`src/rtl/ktane_bus_master_if.sv`:
```
// Host command/response channel and memory-map bus of the KTANE bus master.
// The master modport is the bus master's view; the slave modport is the view
// of whatever sits on the other side (host plus memory map).
interface ktane_bus_master_if #(
   parameter int DATA_WIDTH = 16,
   parameter int ADDR_WIDTH = 16
);
   logic                  cmd_valid;
   logic                  cmd_ready;
   logic                  cmd_we;
   logic [ADDR_WIDTH-1:0] cmd_addr;
   logic [DATA_WIDTH-1:0] cmd_wdata;
   logic [3:0]            cmd_len;
   logic                  rsp_valid;
   logic                  rsp_ready;
   logic [DATA_WIDTH-1:0] rsp_rdata;
   logic                  rsp_last;
   logic                  busy;
   logic [ADDR_WIDTH-1:0] addr;
   logic [DATA_WIDTH-1:0] data;
   logic                  we;
   logic [DATA_WIDTH-1:0] q;

   modport master (
      input  cmd_valid, cmd_we, cmd_addr, cmd_wdata, cmd_len, rsp_ready, q,
      output cmd_ready, rsp_valid, rsp_rdata, rsp_last, busy, addr, data, we
   );

   modport slave (
      output cmd_valid, cmd_we, cmd_addr, cmd_wdata, cmd_len, rsp_ready, q,
      input  cmd_ready, rsp_valid, rsp_rdata, rsp_last, busy, addr, data, we
   );
endinterface

```
`src/rtl/ktane_bus_master.sv`:
```
// KTANE bus master: turns single-beat write and incrementing read-burst host
// commands into memory-map cycles against a fixed-latency read port. One read
// beat is in flight at a time; the next address is issued only after the host
// has taken the current word.
module ktane_bus_master #(
   parameter int DATA_WIDTH = 16,
   parameter int ADDR_WIDTH = 16,
   parameter int READ_LAT   = 1
) (
   input logic clk,
   input logic rst_n,
   ktane_bus_master_if.master bus
);

   typedef enum logic [2:0] {IDLE, WRITE, RD_ADDR, RD_WAIT, RD_RESP} state_t;

   // RD_WAIT lasts READ_LAT cycles; q is captured on the edge that leaves it.
   localparam logic [1:0] WAIT_LAST = 2'(READ_LAT - 1);

   state_t     state;
   state_t     state_nxt;
   logic [1:0] wait_cnt;
   logic [3:0] beat_cnt;
   logic [3:0] len_reg;
   logic       last_beat;

   assign last_beat     = (beat_cnt == len_reg);
   assign bus.cmd_ready = (state == IDLE);
   assign bus.busy      = (state != IDLE);
   assign bus.we        = (state == WRITE);

   // State register.
   always_ff @(posedge clk) begin
      if (!rst_n) state <= IDLE;
      else        state <= state_nxt;
   end

   // Next-state decode.
   always_comb begin
      state_nxt = state;
      case (state)
         IDLE:    if (bus.cmd_valid) state_nxt = bus.cmd_we ? WRITE : RD_ADDR;
         WRITE:   state_nxt = IDLE;
         RD_ADDR: state_nxt = RD_WAIT;
         RD_WAIT: if (wait_cnt == WAIT_LAST) state_nxt = RD_RESP;
         RD_RESP: if (bus.rsp_ready) state_nxt = last_beat ? IDLE : RD_ADDR;
         default: state_nxt = IDLE;
      endcase
   end

   // Command capture, address sequencing, wait counting and response hold.
   always_ff @(posedge clk) begin
      if (!rst_n) begin
         bus.addr      <= {ADDR_WIDTH{1'b0}};
         bus.data      <= {DATA_WIDTH{1'b0}};
         bus.rsp_valid <= 1'b0;
         bus.rsp_rdata <= {DATA_WIDTH{1'b0}};
         bus.rsp_last  <= 1'b0;
         wait_cnt      <= 2'd0;
         beat_cnt      <= 4'd0;
         len_reg       <= 4'd0;
      end else begin
         case (state)
            IDLE: begin
               if (bus.cmd_valid) begin
                  // addr/data double as the registered copy of the command.
                  bus.addr <= bus.cmd_addr;
                  if (bus.cmd_we) bus.data <= bus.cmd_wdata;
                  len_reg  <= bus.cmd_len;
                  beat_cnt <= 4'd0;
               end
            end
            RD_ADDR: wait_cnt <= 2'd0;
            RD_WAIT: begin
               wait_cnt <= wait_cnt + 2'd1;
               if (wait_cnt == WAIT_LAST) begin
                  bus.rsp_rdata <= bus.q;
                  bus.rsp_valid <= 1'b1;
                  bus.rsp_last  <= last_beat;
               end
            end
            RD_RESP: begin
               if (bus.rsp_ready) begin
                  bus.rsp_valid <= 1'b0;
                  bus.rsp_last  <= 1'b0;
                  if (!last_beat) begin
                     // Wraps naturally at the top of the address space.
                     bus.addr <= bus.addr + ADDR_WIDTH'(1);
                     beat_cnt <= beat_cnt + 4'd1;
                  end
               end
            end
            default: ;
         endcase
      end
   end

endmodule

```
`src/flat_wrapper.sv`:
```
// flat-port wrapper written by rule: the top's interface ports become plain ports
module ktane_bus_master_flat 
#(
   parameter int DATA_WIDTH = 16,
   parameter int ADDR_WIDTH = 16,
   parameter int READ_LAT   = 1
)
  (clk, rst_n, bus_cmd_valid, bus_cmd_we, bus_cmd_addr, bus_cmd_wdata, bus_cmd_len, bus_rsp_ready, bus_q, bus_cmd_ready, bus_rsp_valid, bus_rsp_rdata, bus_rsp_last, bus_busy, bus_addr, bus_data, bus_we);
  ktane_bus_master_if #(.DATA_WIDTH(DATA_WIDTH), .ADDR_WIDTH(ADDR_WIDTH)) bus_i ();
  input logic clk;
  input logic rst_n;
  input wire logic [$bits(bus_i.cmd_valid)-1:0] bus_cmd_valid;
  input wire logic [$bits(bus_i.cmd_we)-1:0] bus_cmd_we;
  input wire logic [$bits(bus_i.cmd_addr)-1:0] bus_cmd_addr;
  input wire logic [$bits(bus_i.cmd_wdata)-1:0] bus_cmd_wdata;
  input wire logic [$bits(bus_i.cmd_len)-1:0] bus_cmd_len;
  input wire logic [$bits(bus_i.rsp_ready)-1:0] bus_rsp_ready;
  input wire logic [$bits(bus_i.q)-1:0] bus_q;
  output wire logic [$bits(bus_i.cmd_ready)-1:0] bus_cmd_ready;
  output wire logic [$bits(bus_i.rsp_valid)-1:0] bus_rsp_valid;
  output wire logic [$bits(bus_i.rsp_rdata)-1:0] bus_rsp_rdata;
  output wire logic [$bits(bus_i.rsp_last)-1:0] bus_rsp_last;
  output wire logic [$bits(bus_i.busy)-1:0] bus_busy;
  output wire logic [$bits(bus_i.addr)-1:0] bus_addr;
  output wire logic [$bits(bus_i.data)-1:0] bus_data;
  output wire logic [$bits(bus_i.we)-1:0] bus_we;
  assign bus_i.cmd_valid = bus_cmd_valid;
  assign bus_i.cmd_we = bus_cmd_we;
  assign bus_i.cmd_addr = bus_cmd_addr;
  assign bus_i.cmd_wdata = bus_cmd_wdata;
  assign bus_i.cmd_len = bus_cmd_len;
  assign bus_i.rsp_ready = bus_rsp_ready;
  assign bus_i.q = bus_q;
  assign bus_cmd_ready = bus_i.cmd_ready;
  assign bus_rsp_valid = bus_i.rsp_valid;
  assign bus_rsp_rdata = bus_i.rsp_rdata;
  assign bus_rsp_last = bus_i.rsp_last;
  assign bus_busy = bus_i.busy;
  assign bus_addr = bus_i.addr;
  assign bus_data = bus_i.data;
  assign bus_we = bus_i.we;
  ktane_bus_master #(.DATA_WIDTH(DATA_WIDTH), .ADDR_WIDTH(ADDR_WIDTH), .READ_LAT(READ_LAT)) u_core (.clk(clk), .rst_n(rst_n), .bus(bus_i));
endmodule
```
`config.mk`:
```
export PLATFORM = sky130hd
export DESIGN_NAME = ktane_bus_master_flat
export DESIGN_NICKNAME = d
export VERILOG_FILES = /design/src/rtl/ktane_bus_master_if.sv /design/src/rtl/ktane_bus_master.sv /design/src/flat_wrapper.sv
export SDC_FILE = /design/constraint.sdc
export NUM_CORES = 1
export LEC_CHECK = 0
export BUFFER_PORTS_ARGS = -buffer_cell sky130_fd_sc_hd__buf_2
export CORE_MARGIN = 2
export CORE_UTILIZATION = 28
export CTS_BUF_LIST = sky130_fd_sc_hd__clkbuf_8
export CTS_CLUSTER_DIAMETER = 150
export DETAILED_ROUTE_END_ITERATION = 10
export PLACE_DENSITY = 0.51
export SYNTH_ARGS = -nofsm -noshare
export SYNTH_HDL_FRONTEND = slang
export SYNTH_SLANG_ARGS = --single-unit
```
`constraint.sdc`:
```
create_clock -name clk -period 1.49 [get_ports clk]
set_input_delay 0.149 -clock clk [delete_from_list [all_inputs] [get_ports clk]]
set_output_delay 0.149 -clock clk [all_outputs]
set_load 0.02 [all_outputs]
```
==> flow_summary_export.csv <==
group,metric,value,unit
yosys,yosys_warnings,0,
yosys,synthDominantAreaCellType,"dfxtp_1",
flow_run,max-cap-violations,0,
outcome,outcome,"finished, violations left",
pwr,swShare,28.44,%
clock_tree,tritoncts.num_buffers,9,
clock_tree,clk_latency,0.34,ns
setup_path,timing.critical_path.to_type,"flop",
place,gpl.final_weighted_congestion,0.8233,
pwr,p_int,3.428,mW
global_route,grt_max_degree,34,
pwr,share_comb_of_total_power,22.2,%
detailed_routing,route.detailed.vias_per_inst,4.657,
setup_path,worst-endpoint-required,1.74,ns
yosys,synth_top_cells_by_area,"dfxtp_1, nand2_1, a21oi_1",
global_route,number_of_antenna_violations_at_the_first_check_in_global_routing,0,
yosys,synthTopCellsByCount,"nand2_1, dfxtp_1, a21oi_1",
global_route,grtUsageTotal,16.05,%
yosys,synth_largest_type_area_fraction,43.92,%
sta,final.min_clock_period,1.646,ns
sta,worst_slack,-0.1562,ns
global_route,wire_length_of_the_first_global_routing_pass,14340,um
hold_path,holdCritPathClass,"in -> reg",
pwr,powerDensity,1046,mW/mm2
sta,worst_slew_margin_rel,76.98,%
yosys,synthesis.nets,432,
layout,registers_with_the_most_flip_flops,"u_core.bus.addr x16, u_core.bus.data x16, u_core.bus.rsp_rdata x16",
pwr,clock_power_share,38.9,%
sta,timing.setup.tns,-2.299,ns
yosys,syn-cell-area,0.002872,mm2
sta,clock-skew-final,0.006923,ns
global_route,grt_overflow,0,
detailed_routing,ant_nets,0,
yosys,postSynth.topFlopCell,"dfxtp_1",
sta,max_clock_freq,607.4,MHz
clock_tree,cts.reportedPaths.clkPinSlew,0.07,ns
setup_path,critPathMaxFanout,6,
place,port_buffers,109,
pwr,power.leakage,2.074,nW
pwr,worst_ir_drop_vdd,396.5,uV
die,die_height,105.3,um
yosys,synth.distinct_cells,46,
detailed_routing,num_vias,3134,
detailed_routing,detail_route.wirelength,9298,um
place,preCtsSetupSlack,-0.1544,ns
global_route,first_global_vias,2942,
sta,timing.hold.ws,0.03408,ns
layout,finalNetCount,595,
layout,drive_gt1_share,45.74,%
die,core_ar,0.009864,mm2
outcome,violations,"setup timing",
detailed_routing,detailedRoute.firstIterationViolations,114,
yosys,yosys_register_bits,63,
clock_tree,clock_tree.htree_level_count,3,
die,fp.dieArea,0.01108,mm2
detailed_routing,drc,0,
place,dp_hpwl,6365,um
layout,area_growth_syn_to_layout,59.48,%
clock_tree,root_buffer_master,"clkbuf_8",
die,floorplan.initialDensity,29.11,%
sta,max_slew.worst_pin.slew,0.3442,ns
setup_path,critical_path_class,"reg -> reg",
yosys,seq_total_area_yosys,43.92,%
pwr,power.total,4.790,mW
die,std_cell_rows,36,
sta,hold_viol,0,
sta,slew_violations,0,
sta,grt_setup_unrepaired,"yes",
setup_path,crit_path_start_kind,"flop",
detailed_routing,avgRoutedWirePerCell,13.82,um
layout,antennaDiodeCount,0,
pwr,power_switching,1.362,mW
sta,post-route-period-util,110.5,%
sta,setup_violations,20,
clock_tree,cts_hold_buf,0,
die,floorplan.die.width,105.3,um
pwr,power_frac_seq,38.9,%
clock_tree,cts_tree,"built",
yosys,synthesized_netlist_cell_count,372,
clock_tree,cts_buffer_depth,2,
setup_path,crit_arrival,1.89,ns
yosys,synth-edff-count,0,
yosys,yosysMostFrequentCell,"nand2_1",
detailed_routing,drtPass1Iterations,4,
die,top_level_ports,110,
yosys,async_reset_ff_share,0,%
clock_tree,cts.sink_count,63,
yosys,synth_area_per_cell,7.719,um2
## path summary, 6_finish.rpt
check	startpoint	to	slack, ns	cells after the start
max	u_core.beat_cnt[1]	u_core.bus.addr[10]	-0.16	5
min	bus_q[12]	u_core.bus.rsp_rdata[12]	0.03	3
max reg2reg	u_core.beat_cnt[1]	u_core.bus.addr[10]	-0.16	5
min reg2reg	u_core.bus.data[3]	u_core.bus.data[3]	0.45	2
## kinds of logic after synthesis
group | Yosys count | share of synthesized area [%]
xor gates and xnor gates | 4 | 1.220
AOI/OAI and AO/OA | 100 | 21.00
buffers and inverters | 31 | 5.098
and+or+nand+nor | 166 | 25.71
DFF | 63 | 43.92
adders and majority gates | 3 | 1.307
muxes | 5 | 1.743
## timing repair
item | CTS | global route
pin swaps | 6 | 25
setup endpoints to repair | 40 | 50
resized for setup | 26 | 53
buffers inserted | 4 | 7
cloned | 3 | 2
## placed cells by master, fill, tap and decap left out, drive strengths merged, types with 3 or more instances in the layout
master and count:
mux2i 5, buf 175, nand2b 5, clkbuf 10, nand3 14, dfxtp 63
a21oi 57, and3 3, xor2 4, ha 3, bufinv 3, a31oi 4
nand2 90, nand4 5, nor3 8, a21o 4, o21ai 16, nor2 29
inv 8
## critical path: stages (launching register included)
cell and delay [ns]:
dfxtp_2 0.34, xor2_2 0.19, o41ai_4 0.44, nand2b_1 0.18
buf_6 0.18, a31o_4 0.22
## stage by stage
step                std cells  cell area (um2)  utilization [%]
floorplan                 372             2940                -
global placement          642             3936            39.90
detailed placement        642             3936            39.90
CTS                       665             4325            43.85
global route              673             4579            46.42
finish                    673             4579            46.42
## cell type report
type	count	area, um2
Clock inverter	6	108.9
Inverter	7	26.28
Sequential cell	63	1271
Clock buffer	10	137.6
Multi-Input combinational cell	279	1702
Tap cell	133	166.4
Fill cell	998	5285
Timing Repair Buffer	175	1167
## layer usage
metal	share of wire, %	global-route usage (%)	wire, um	vias to the layer above
met2	49	26.41	4526	63
met5	0	0	0	-
li1	-	-	-	1617
met1	46	20.12	4270	1447
met3	4.2	4.020	386	7
met4	1.2	6.190	114	0
## power groups by stage
stage	sequential, mW	clock [mW]	combinational, mW
after detailed placement	1.90	0	0.913
after floorplan	2.00	0	0.415
after global routing	1.88	1.99	1.15
final	1.86	1.86	1.07
after CTS	1.86	1.91	0.979
after global placement	1.89	0	0.904
(Power assumes the default switching activity.)
